### src/rtl/cgra_pkg.sv
// Shared types and default widths for the CGRA control path.
// Provides the auto-increment FSM state type and width defaults.
package cgra_pkg;

    typedef enum logic {
        IDLE = 1'b0,
        RUN  = 1'b1
    } vai_state_t;

    localparam int CGRA_ADDR_W   = 12;
    localparam int CGRA_LEN_W    = 12;
    localparam int CGRA_STRIDE_W = 8;

endpackage

### src/rtl/vect_auto_incr.sv
// Vector auto-increment address generator: one element address per
// cycle for base/stride/length vector ops, with stall backpressure.
//
// Ports:
//   clk, rst        clock, synchronous active-high reset
//   is_not_vect     decode: 0 = vector op present
//   vect_base       first element address
//   vect_stride     signed element increment
//   vect_len        element count (0 completes immediately)
//   stall           downstream backpressure, freezes issue
//   addr_out        current element address (registered)
//   addr_valid      addr_out issued this cycle
//   elem_idx        zero-based element index (registered)
//   last_elem       current element is the final one (registered)
//   busy            FSM in RUN (registered)
//   done_auto_incr  vector complete, PC may advance this cycle
module vect_auto_incr
    import cgra_pkg::*;
#(
    parameter int ADDR_W   = CGRA_ADDR_W,
    parameter int LEN_W    = CGRA_LEN_W,
    parameter int STRIDE_W = CGRA_STRIDE_W
) (
    input  logic                clk,
    input  logic                rst,
    input  logic                is_not_vect,
    input  logic [ADDR_W-1:0]   vect_base,
    input  logic [STRIDE_W-1:0] vect_stride,
    input  logic [LEN_W-1:0]    vect_len,
    input  logic                stall,
    output logic [ADDR_W-1:0]   addr_out,
    output logic                addr_valid,
    output logic [LEN_W-1:0]    elem_idx,
    output logic                last_elem,
    output logic                busy,
    output logic                done_auto_incr
);

    vai_state_t        r_state;
    vai_state_t        w_state_nxt;

    logic [ADDR_W-1:0] r_addr;
    logic [ADDR_W-1:0] r_stride;
    logic [LEN_W-1:0]  r_idx;
    logic [LEN_W-1:0]  r_rem;
    logic              r_last;

    logic              w_vect;
    logic              w_zero_len;
    logic              w_accept;
    logic              w_adv;
    logic              w_fin;

    assign w_vect     = !is_not_vect;
    assign w_zero_len = (vect_len == '0);
    assign w_accept   = (r_state == IDLE) && w_vect && !w_zero_len;
    assign w_adv      = (r_state == RUN) && !stall;
    assign w_fin      = w_adv && r_last;

    // State register
    always_ff @(posedge clk) begin
        if (rst) begin
            r_state <= IDLE;
        end else begin
            r_state <= w_state_nxt;
        end
    end

    // Next-state logic
    always_comb begin
        w_state_nxt = r_state;
        unique case (r_state)
            IDLE: if (w_accept) w_state_nxt = RUN;
            RUN:  if (w_fin)    w_state_nxt = IDLE;
            default: w_state_nxt = IDLE;
        endcase
    end

    // Output logic. The zero-length completion path is IDLE-only so
    // decode changes during RUN never reach the PC release.
    always_comb begin
        addr_valid     = 1'b0;
        done_auto_incr = 1'b0;
        if (!rst) begin
            unique case (r_state)
                IDLE: done_auto_incr = w_vect && w_zero_len;
                RUN: begin
                    addr_valid     = !stall;
                    done_auto_incr = w_fin;
                end
                default: begin
                    addr_valid     = 1'b0;
                    done_auto_incr = 1'b0;
                end
            endcase
        end
    end

    // Element datapath. r_rem counts elements not yet issued including
    // the current one, so last_elem is set when it is about to reach 1.
    always_ff @(posedge clk) begin
        if (rst) begin
            r_addr   <= '0;
            r_stride <= '0;
            r_idx    <= '0;
            r_rem    <= '0;
            r_last   <= 1'b0;
        end else if (w_accept) begin
            r_addr   <= vect_base;
            r_stride <= ADDR_W'($signed(vect_stride));
            r_idx    <= '0;
            r_rem    <= vect_len;
            r_last   <= (vect_len == LEN_W'(1));
        end else if (w_adv) begin
            if (r_last) begin
                r_last <= 1'b0;
            end else begin
                r_addr <= r_addr + r_stride;
                r_idx  <= r_idx + LEN_W'(1);
                r_rem  <= r_rem - LEN_W'(1);
                r_last <= (r_rem == LEN_W'(2));
            end
        end
    end

    assign addr_out  = r_addr;
    assign elem_idx  = r_idx;
    assign last_elem = r_last;
    assign busy      = (r_state == RUN);

endmodule

### config.mk
export PLATFORM = sky130hd
export DESIGN_NAME = vect_auto_incr
export DESIGN_NICKNAME = d
export VERILOG_FILES = /design/src/rtl/cgra_pkg.sv /design/src/rtl/vect_auto_incr.sv
export SDC_FILE = /design/constraint.sdc
export NUM_CORES = 1
export LEC_CHECK = 0
export BUFFER_PORTS_ARGS = -buffer_cell sky130_fd_sc_hd__buf_2
export CAP_MARGIN = 20
export CORE_ASPECT_RATIO = 0.8
export CORE_UTILIZATION = 55
export CTS_BUF_LIST = sky130_fd_sc_hd__clkbuf_8
export CTS_CLUSTER_SIZE = 25
export DETAILED_ROUTE_END_ITERATION = 10
export PLACE_DENSITY = 0.82
export SLEW_MARGIN = 10
export SYNTH_ARGS = -nofsm -noshare
export SYNTH_HDL_FRONTEND = slang
export SYNTH_SLANG_ARGS = --single-unit
### constraint.sdc
create_clock -name clk -period 3.1 [get_ports clk]
set_clock_uncertainty 0.05 [all_clocks]
set_input_delay 0 -clock clk [delete_from_list [all_inputs] [get_ports clk]]
set_output_delay 0 -clock clk [all_outputs]
set_load 0.03 [all_outputs]
==> metrics.cfg, run 1 <==
[run]
maxCapViolCount=0

[routing]
wirelength_microns=6730
ant_nets=0
drt-initial-drc-count=176
viasPerCell=5.71
vias=2690
dr.pass1.iters=4
drc=0
routedWlPerCell_microns=14.3

[synthesis]
synth_top_area_frac=0.363
synth_top_area_cell=dfxtp_1
synth_cell_types=52
synthArstFlopShare=0
synth_ff_type=dfxtp_1
syn_nets=368
synth-warning-count=0
ys_seq_area_frac=0.363
synth-seq-cells=46
synth_area_leaders=dfxtp_1 36%, a21oi_1 6.9%, ha_1 6.9%, nand2_1 6.8%, nor2_1 4.3%
netlist_area_sq_um=2530
synth_edf_count=0
synthTopCellsByCount=46 x dfxtp_1, 46 x nand2_1, 35 x a21oi_1
syn_avg_cell_area_sq_um=8.00
syn_inst=317

[clock_network]
clk_latency_ps=300
clk_pin_slew_worst_paths_ps=90
cts_buffers=5
cts_root_buffer=clkbuf_8
cts_tree=built
postCtsSetupRepairBufs=0
cts_max_level=2
clockBufferDepth=2
clock-sinks=46

[power_and_ir_drop]
p_leak_uw=0.00142
irDropWorstVdd_mv=0.237
powerDensity_nw_per_um2=428
finalPower_uw=1440

[floorplan]
core-area_sq_um=4310
die_w_microns=77.9
io_pins=64
fp-row-count=21
die_area_sq_um=4890
start_util=0.588
die_h_microns=62.7

[setup_path]
critPathMaxFanout=11
start_kind=input port
cp_data_required_time_ps=3280
crit_type=in -> reg
arrival_ps=2710
endpoint_kind=flop

[place]
place_congestion=0.885
placed_cells=430
port-buffer-count=63
dp_hpwl_microns=4450

[global_route]
grtUsageTotal=0.292
first_global_vias=2477
grt_max_degree=42
grt_pass1_wl_microns=11300
antenna_found_initial=0
grt_overflow=0

[sta]
tightest_slew_ps=751
period_needed_ps=2530
max_freq_mhz=395
hold_viol_final=0
holdWs_ps=63.5
rsz0062_at_grt=false
period_share=0.816
maxSlewViolCount=0
tns_ps=0
finalSetupViolations=0
slew_headroom=0.499

[cells_and_area]
final_nets=464
area_delta_synth_final_pct=32.6
fin_util=0.780
num_antenna_cells=0
final_cells=471
drive_above_1_share=0.200

[worst_hold_path]
hold_path.class=in -> reg

[status]
status=complete, no violations

[cell families (layout without fill, tap and decap cells)]
family | Yosys count | in the layout | synth area share
buffers and inverters | 24 | 121 | 0.0390
xor gates and xnor gates | 12 | 12 | 0.0415
DFF | 46 | 46 | 0.363
muxes | 2 | 2 | 0.00790
AOI/OAI and AO/OA | 91 | 91 | 0.230
and+or+nand+nor | 127 | 127 | 0.242
adders and majority gates | 15 | 15 | 0.0770
[cells in the final DEF, fill, tap and decap left out, drive strengths merged, types with 3 or more instances in the layout]
cell and n:
and3 4, clkbuf 5, a21oi 35, a31oi 6, o22ai 3, nand2 47
nand3 12, ha 14, a221oi 4, o211ai 6, a22oi 8, nor3 9
nor2 29, dfxtp 46, xnor2 3, buf 69, xor2 9, o21ai 10
inv 11, or4 3, or3 8, dlygate4sd3 33
[critical path, cell delays in order]
cell and delay [ps]:
dlygate4sd3_1 540, buf_2 130, or4_1 520, nor4bb_1 430, nor3_2 150, buf_4 200
nor2_1 400, a22oi_1 160, a21oi_1 160
[worst paths after layout]
| kind | start | end | slack (ps) | cells past startpoint |
|---|---|---|---|---|
| worst max register to register | addr_out[1]$_SDFFE_PP0P_ | addr_out[11]$_SDFFE_PP0P_ | 770 | 7 |
| worst min register to register | r_stride[5]$_SDFFE_PP0P_ | r_stride[5]$_SDFFE_PP0P_ | 410 | 2 |
| worst min-delay path | vect_base[9] | addr_out[9]$_SDFFE_PP0P_ | 60 | 4 |
| worst max-delay path | vect_len[9] | addr_out[3]$_SDFFE_PP0P_ | 570 | 9 |
[report_power, final]
| part | internal [uW] | switching (uW) |
|---|---|---|
| registers | 626 | 35.5 |
| clock network | 240 | 219 |
| logic | 137 | 181 |
| total | 1000 | 435 |
[flip-flops by register name, indices dropped and copies added (netlist names)]
register,count
addr_out,12
elem_idx,12
r_stride,8
r_rem,12
last_elem,1
busy,1
[area by class of cell]
| type | count | area (sq um) |
|---|---|---|
| Multi-Input combinational cell | 247 | 1520 |
| Fill cell | 322 | 947 |
| Sequential cell | 46 | 921 |
| Timing Repair Buffer | 102 | 691 |
| Tap cell | 57 | 71.3 |
| Clock buffer | 5 | 68.8 |
| Clock inverter | 3 | 45.0 |
| Inverter | 11 | 41.3 |
[per-stage QoR]
stage | cell area (sq um) | setup slack [ps]
final | 3360 | 571
after global routing | 3360 | 375
after floorplan | 2530 | 725
after CTS | 3360 | 672
after detailed placement | 2920 | 846
after global placement | 2920 | 831
[layer usage]
layer  GRT usage  vias up  wire length, microns
met4      0.0949        0                   121
met2       0.471      100                  3060
met1       0.389     1233                  3120
met3      0.0613       15                   425
met5           0        -                     0
li1            -     1342                     -
[what timing repair did]
| item | 4_1_cts | 5_1_grt |
|---|---|---|
| hold buffers | 33 | 0 |
| resized for setup | 0 | 0 |
| hold endpoints to repair | 32 | 0 |
Power figures use the tool's default switching activity.
==> inputs of run 2 (changes only) <==
==> constraint.sdc (replaced) <==
create_clock -name clk -period 2.6 [get_ports clk]
set_clock_uncertainty 0.05 [all_clocks]
set_input_delay 0 -clock clk [delete_from_list [all_inputs] [get_ports clk]]
set_output_delay 0 -clock clk [all_outputs]
set_load 0.03 [all_outputs]
==> metrics.cfg, run 2 (synthesis gave the netlist of run 1 again) <==
[cells_and_area]
area_delta_synth_final_pct=34.0
final_common_cell=buf_2
final_nets=467
num_antenna_cells=0
drive_above_1_share=0.199
layout_common_cells=63 x buf_2, 46 x nand2_1, 46 x dfxtp_1

[floorplan]
core-area_sq_um=4310
die_w_microns=77.9
die_area_sq_um=4890
io_pins=64
die_h_microns=62.7
start_util=0.588
fp-row-count=21

[routing]
drt-initial-drc-count=140
wirelength_microns=6770
viasPerCell=5.71
drc=0
ant_nets=0
dr.pass1.iters=4
routedWlPerCell_microns=14.3
vias=2705

[power_and_ir_drop]
finalPower_uw=1750
powerDensity_nw_per_um2=516
irDropWorstVdd_mv=0.458
p_leak_uw=0.00143

[clock_network]
cts_root_buffer=clkbuf_8
clk_pin_slew_worst_paths_ps=100
cts_resized=0
clock-sinks=46
cts_max_level=2
clk_latency_ps=320
clockBufferDepth=2
cts_buffers=5
postCtsSetupRepairBufs=0
holdBufCountCts=36
cts_tree=built

[setup_path]
cp_slowest_cell=dlygate4sd3_1
r2r-end=r_rem[9]$_SDFFE_PP0P_
critical_path_buf_inv_count=3
cp_data_required_time_ps=2730
arrival_ps=2620
crit_type=in -> reg
start_kind=input port
endpoint_kind=flop
critPathMaxFanout=7
crit_chain=dlygate4sd3_1 > buf_2 > or4_1 > nor4bb_1 > nor3_2 > nand2_1 > dlygate4sd3_1 > a21oi_1
reg2reg_depth=6
max_stage_delay_ps=580
worstReg2RegStart=busy$_SDFF_PP0_
cpMostUsedCell=dlygate4sd3_1
critPathTopFamily=simple AND/OR/NAND/NOR gates
rrSetupSlack_ps=270

[place]
port-buffer-count=63
dp_hpwl_microns=4320
place_congestion=0.896

[global_route]
grt_pass1_wl_microns=11400
first_global_vias=2537
grt_max_degree=42
antenna_found_initial=0
grt_overflow=0
grtUsageTotal=0.296

[sta]
holdWs_ps=-0.413
period_share=0.958
tns_ps=0
max_freq_mhz=402
maxSlewViolCount=0
period_needed_ps=2490
rsz0062_at_grt=false
finalSetupViolations=0
slew_headroom=0.523
tightest_slew_ps=716
hold_viol_final=1

[worst_hold_path]
whs_endpoint=addr_out[9]$_SDFFE_PP0P_
hold_path.class=in -> reg
min_path_cells=4
holdCritStartpoint=vect_base[9]

[status]
status=finished with violations
violations=hold timing

[run]
maxCapViolCount=0

## run 2: cell count changes in the layout (fill, tap and decap cells not counted), sizes merged
cell         delta
clkinvlp        -1
dlygate4sd3     +3
inv             +1
## run 2: where the power goes
| group | internal, uW | leakage, uW | switching [uW] |
|---|---|---|---|
| registers | 747 | 0.000377 | 42.3 |
| clock network | 293 | 0.0000563 | 286 |
| logic | 166 | 0.000995 | 219 |
## run 2: worst register-to-register path, cell delays in order, from the launching register on
cell      delay [ps]
dfxtp_1          430
or3b_1           400
or4_4            460
nor3_4           220
nand2_1          170
o311ai_0         340
a31oi_1          130
## run 2: area by class of cell
cell class	instances	area [sq um]
clock inverter	3	48.8
inverter	11	41.3
multi-input combinational	247	1520
clock buffer	5	68.8
sequential	46	921
fill	323	913
tap	57	71.3
timing repair buffer	105	721
## run 2: worst max path at each step
| stage | start | endpoint | slack [ps] | depth (start not counted) |
|---|---|---|---|---|
| final | vect_len[8] | r_stride[4]$_SDFFE_PP0P_ | 110 | 8 |
| after global routing | vect_len[8] | r_stride[4]$_SDFFE_PP0P_ | 50 | 8 |
| after CTS | vect_len[8] | addr_out[11]$_SDFFE_PP0P_ | 220 | 8 |
| after detailed placement | busy$_SDFF_PP0_ | r_rem[9]$_SDFFE_PP0P_ | 340 | 6 |
| after global placement | busy$_SDFF_PP0_ | r_rem[9]$_SDFFE_PP0P_ | 450 | 6 |
| after floorplan | busy$_SDFF_PP0_ | r_rem[9]$_SDFFE_PP0P_ | 220 | 7 |
## run 2: per-stage QoR
stage / setup WS [ps] / utilization / cells / area [sq um] / hold slack [ps]
floorplan: 225 / - / 317 / 2530 / 86.0
global placement: 453 / 0.677 / 430 / 2920 / 190
detailed placement: 337 / 0.677 / 430 / 2920 / 197
CTS: 218 / 0.788 / 474 / 3400 / 2.93
global route: 51.1 / 0.788 / 474 / 3400 / 62.8
finish: 109 / 0.788 / 474 / 3400 / -0.413
## run 2: routing by layer
layer  track usage  part of all wire  vias up
li1              -                 -     1352
met1         0.382              0.46     1232
met2         0.475              0.45      108
met3        0.0628             0.070       13
met4         0.139             0.018        0
met5             0                 0        -
==> inputs of run 3 (changes only) <==
--- a/config.mk
+++ b/config.mk
@@ -8,11 +8,12 @@
 export BUFFER_PORTS_ARGS = -buffer_cell sky130_fd_sc_hd__buf_2
 export CAP_MARGIN = 20
 export CORE_ASPECT_RATIO = 0.8
-export CORE_UTILIZATION = 55
+export CORE_UTILIZATION = 58
 export CTS_BUF_LIST = sky130_fd_sc_hd__clkbuf_8
 export CTS_CLUSTER_SIZE = 25
 export DETAILED_ROUTE_END_ITERATION = 10
-export PLACE_DENSITY = 0.82
+export GPL_TIMING_DRIVEN = 0
+export PLACE_DENSITY = 0.86
 export SLEW_MARGIN = 10
 export SYNTH_ARGS = -nofsm -noshare
 export SYNTH_HDL_FRONTEND = slang
==> constraint.sdc (replaced) <==
create_clock -name clk -period 3 [get_ports clk]
set_clock_uncertainty 0.05 [all_clocks]
set_input_delay 0 -clock clk [delete_from_list [all_inputs] [get_ports clk]]
set_output_delay 0 -clock clk [all_outputs]
set_load 0.03 [all_outputs]
==> metrics.cfg, run 3 (synthesis gave the netlist of run 1 again) <==
[status]
status=complete, no violations

[place]
place_congestion=0.858
dp_hpwl_microns=4860
port-buffer-count=63
dpl_cell_area_sq_um=2920
placed_cells=437

[routing]
drc=0
routedWlPerCell_microns=15.1
vias=2838
viasPerCell=5.95
wirelength_microns=7210
ant_nets=0
drt-initial-drc-count=209
dr.pass1.iters=5

[global_route]
grt_max_degree=16
grtUsageTotal=0.316
antenna_found_initial=0
first_global_vias=2581
grt_overflow=0
grt_pass1_wl_microns=11400

[cells_and_area]
fin_area_sq_um=3360
area_delta_synth_final_pct=32.4
num_antenna_cells=0
final_common_cell=buf_2
drive_above_1_share=0.183
final_cells=477
layout_common_cells=64 x buf_2, 46 x nand2_1, 46 x dfxtp_1
final_nets=470

[clock_network]
clock-sinks=46
clockBufferDepth=2
cts_max_level=2
cts_root_buffer=clkbuf_8
clk_latency_ps=310
cts_tree=built
cts_resized=0
clk_pin_slew_worst_paths_ps=90
cts_buffers=5
postCtsSetupRepairBufs=0

[sta]
maxSlewViolCount=0
tightest_slew_ps=683
rsz0062_at_grt=false
slew_headroom=0.543
period_needed_ps=2570
finalSetupViolations=0
max_freq_mhz=389
holdWs_ps=15.2
tns_ps=0
hold_viol_final=0
period_share=0.858

[setup_path]
crit_chain=dlygate4sd3_1 > buf_2 > or4_1 > nand3b_1 > o21ai_1 > clkbuf_1 > nand2_1 > a21oi_1
arrival_ps=2760
critPathMaxFanout=10
endpoint_kind=flop
cp_slowest_cell=or4_1
critical_path_buf_inv_count=3
crit_type=in -> reg
critPathTopFamily=buffers and inverters
start_kind=input port
max_stage_delay_ps=570
cp_data_required_time_ps=3180

[power_and_ir_drop]
p_leak_uw=0.00140
net-switching-power_uw=459
p_clk_frac=0.319
p_sw_frac=0.308
p_seq_frac=0.457
irDropWorstVdd_mv=0.342
finalPower_uw=1490
internal-power_uw=1030
powerDensity_nw_per_um2=445
combPwrFrac=0.224

[run]
maxCapViolCount=0

[floorplan]
die_w_microns=75.9
io_pins=64
fp-row-count=21
die_h_microns=61.1
start_util=0.607
die_area_sq_um=4640
core-area_sq_um=4180

[worst_hold_path]
hold_path.class=in -> reg

[run 3: cell types whose count changed in the layout (fill, tap and decap cells not counted), sizes merged]
cell,previous run,this run
clkbuf,5,16
buf,69,65
dlygate4sd3,36,32
clkinvlp,1,2
inv,12,11
[run 3: repair_timing]
item,in CTS,in global routing
hold endpoints to repair,32,0
hold buffers,32,0
setup endpoints to repair,0,0
[run 3: final cells by class]
cell class	instances	area, sq um
plain buffers	13	57.6
clock buffers	5	68.8
clock inverters	3	45.0
fillers	271	822
inverters	11	41.3
multi-input cells	247	1520
flip-flops and latches	46	921
well taps	57	71.3
repair buffers	95	636
[run 3: path summary, 6_finish.rpt]
kind                                          startpoint                        to  slack (ps)  cells past startpoint
worst max-delay path                         vect_len[8]  r_stride[1]$_SDFFE_PP0P_         430                      8
worst min-delay path                                 rst  elem_idx[5]$_SDFFE_PP0P_          20                      3
worst max register to register    last_elem$_SDFFE_PP0P_     r_rem[9]$_SDFFE_PP0P_         590                      7
worst min register to register  r_stride[3]$_SDFFE_PP0P_  r_stride[3]$_SDFFE_PP0P_         420                      2
[run 3: power by group through the flow]
stage | combinational (uW) | sequential, uW | clock (uW)
global placement | 282 | 692 | 0
detailed placement | 290 | 694 | 0
CTS | 325 | 680 | 476
global route | 363 | 687 | 505
floorplan | 171 | 719 | 0
finish | 334 | 682 | 476
[run 3: per-layer routing]
layer | wire length, microns | global-route usage
met5 | 0 | 0
met4 | 149 | 0.143
met3 | 602 | 0.0859
met2 | 3340 | 0.547
met1 | 3110 | 0.381
[run 3: tightest hold or removal path, cell delays in order]
cell and delay, ps:
buf_2 130, nand2b_1 160, a21oi_1 50
[run 3: stage by stage]
stage / setup WS, ps / utilization
after global routing: 272 / 0.803
after global placement: 663 / 0.699
after floorplan: 625 / -
final: 427 / 0.803
after CTS: 480 / 0.803
after detailed placement: 645 / 0.699
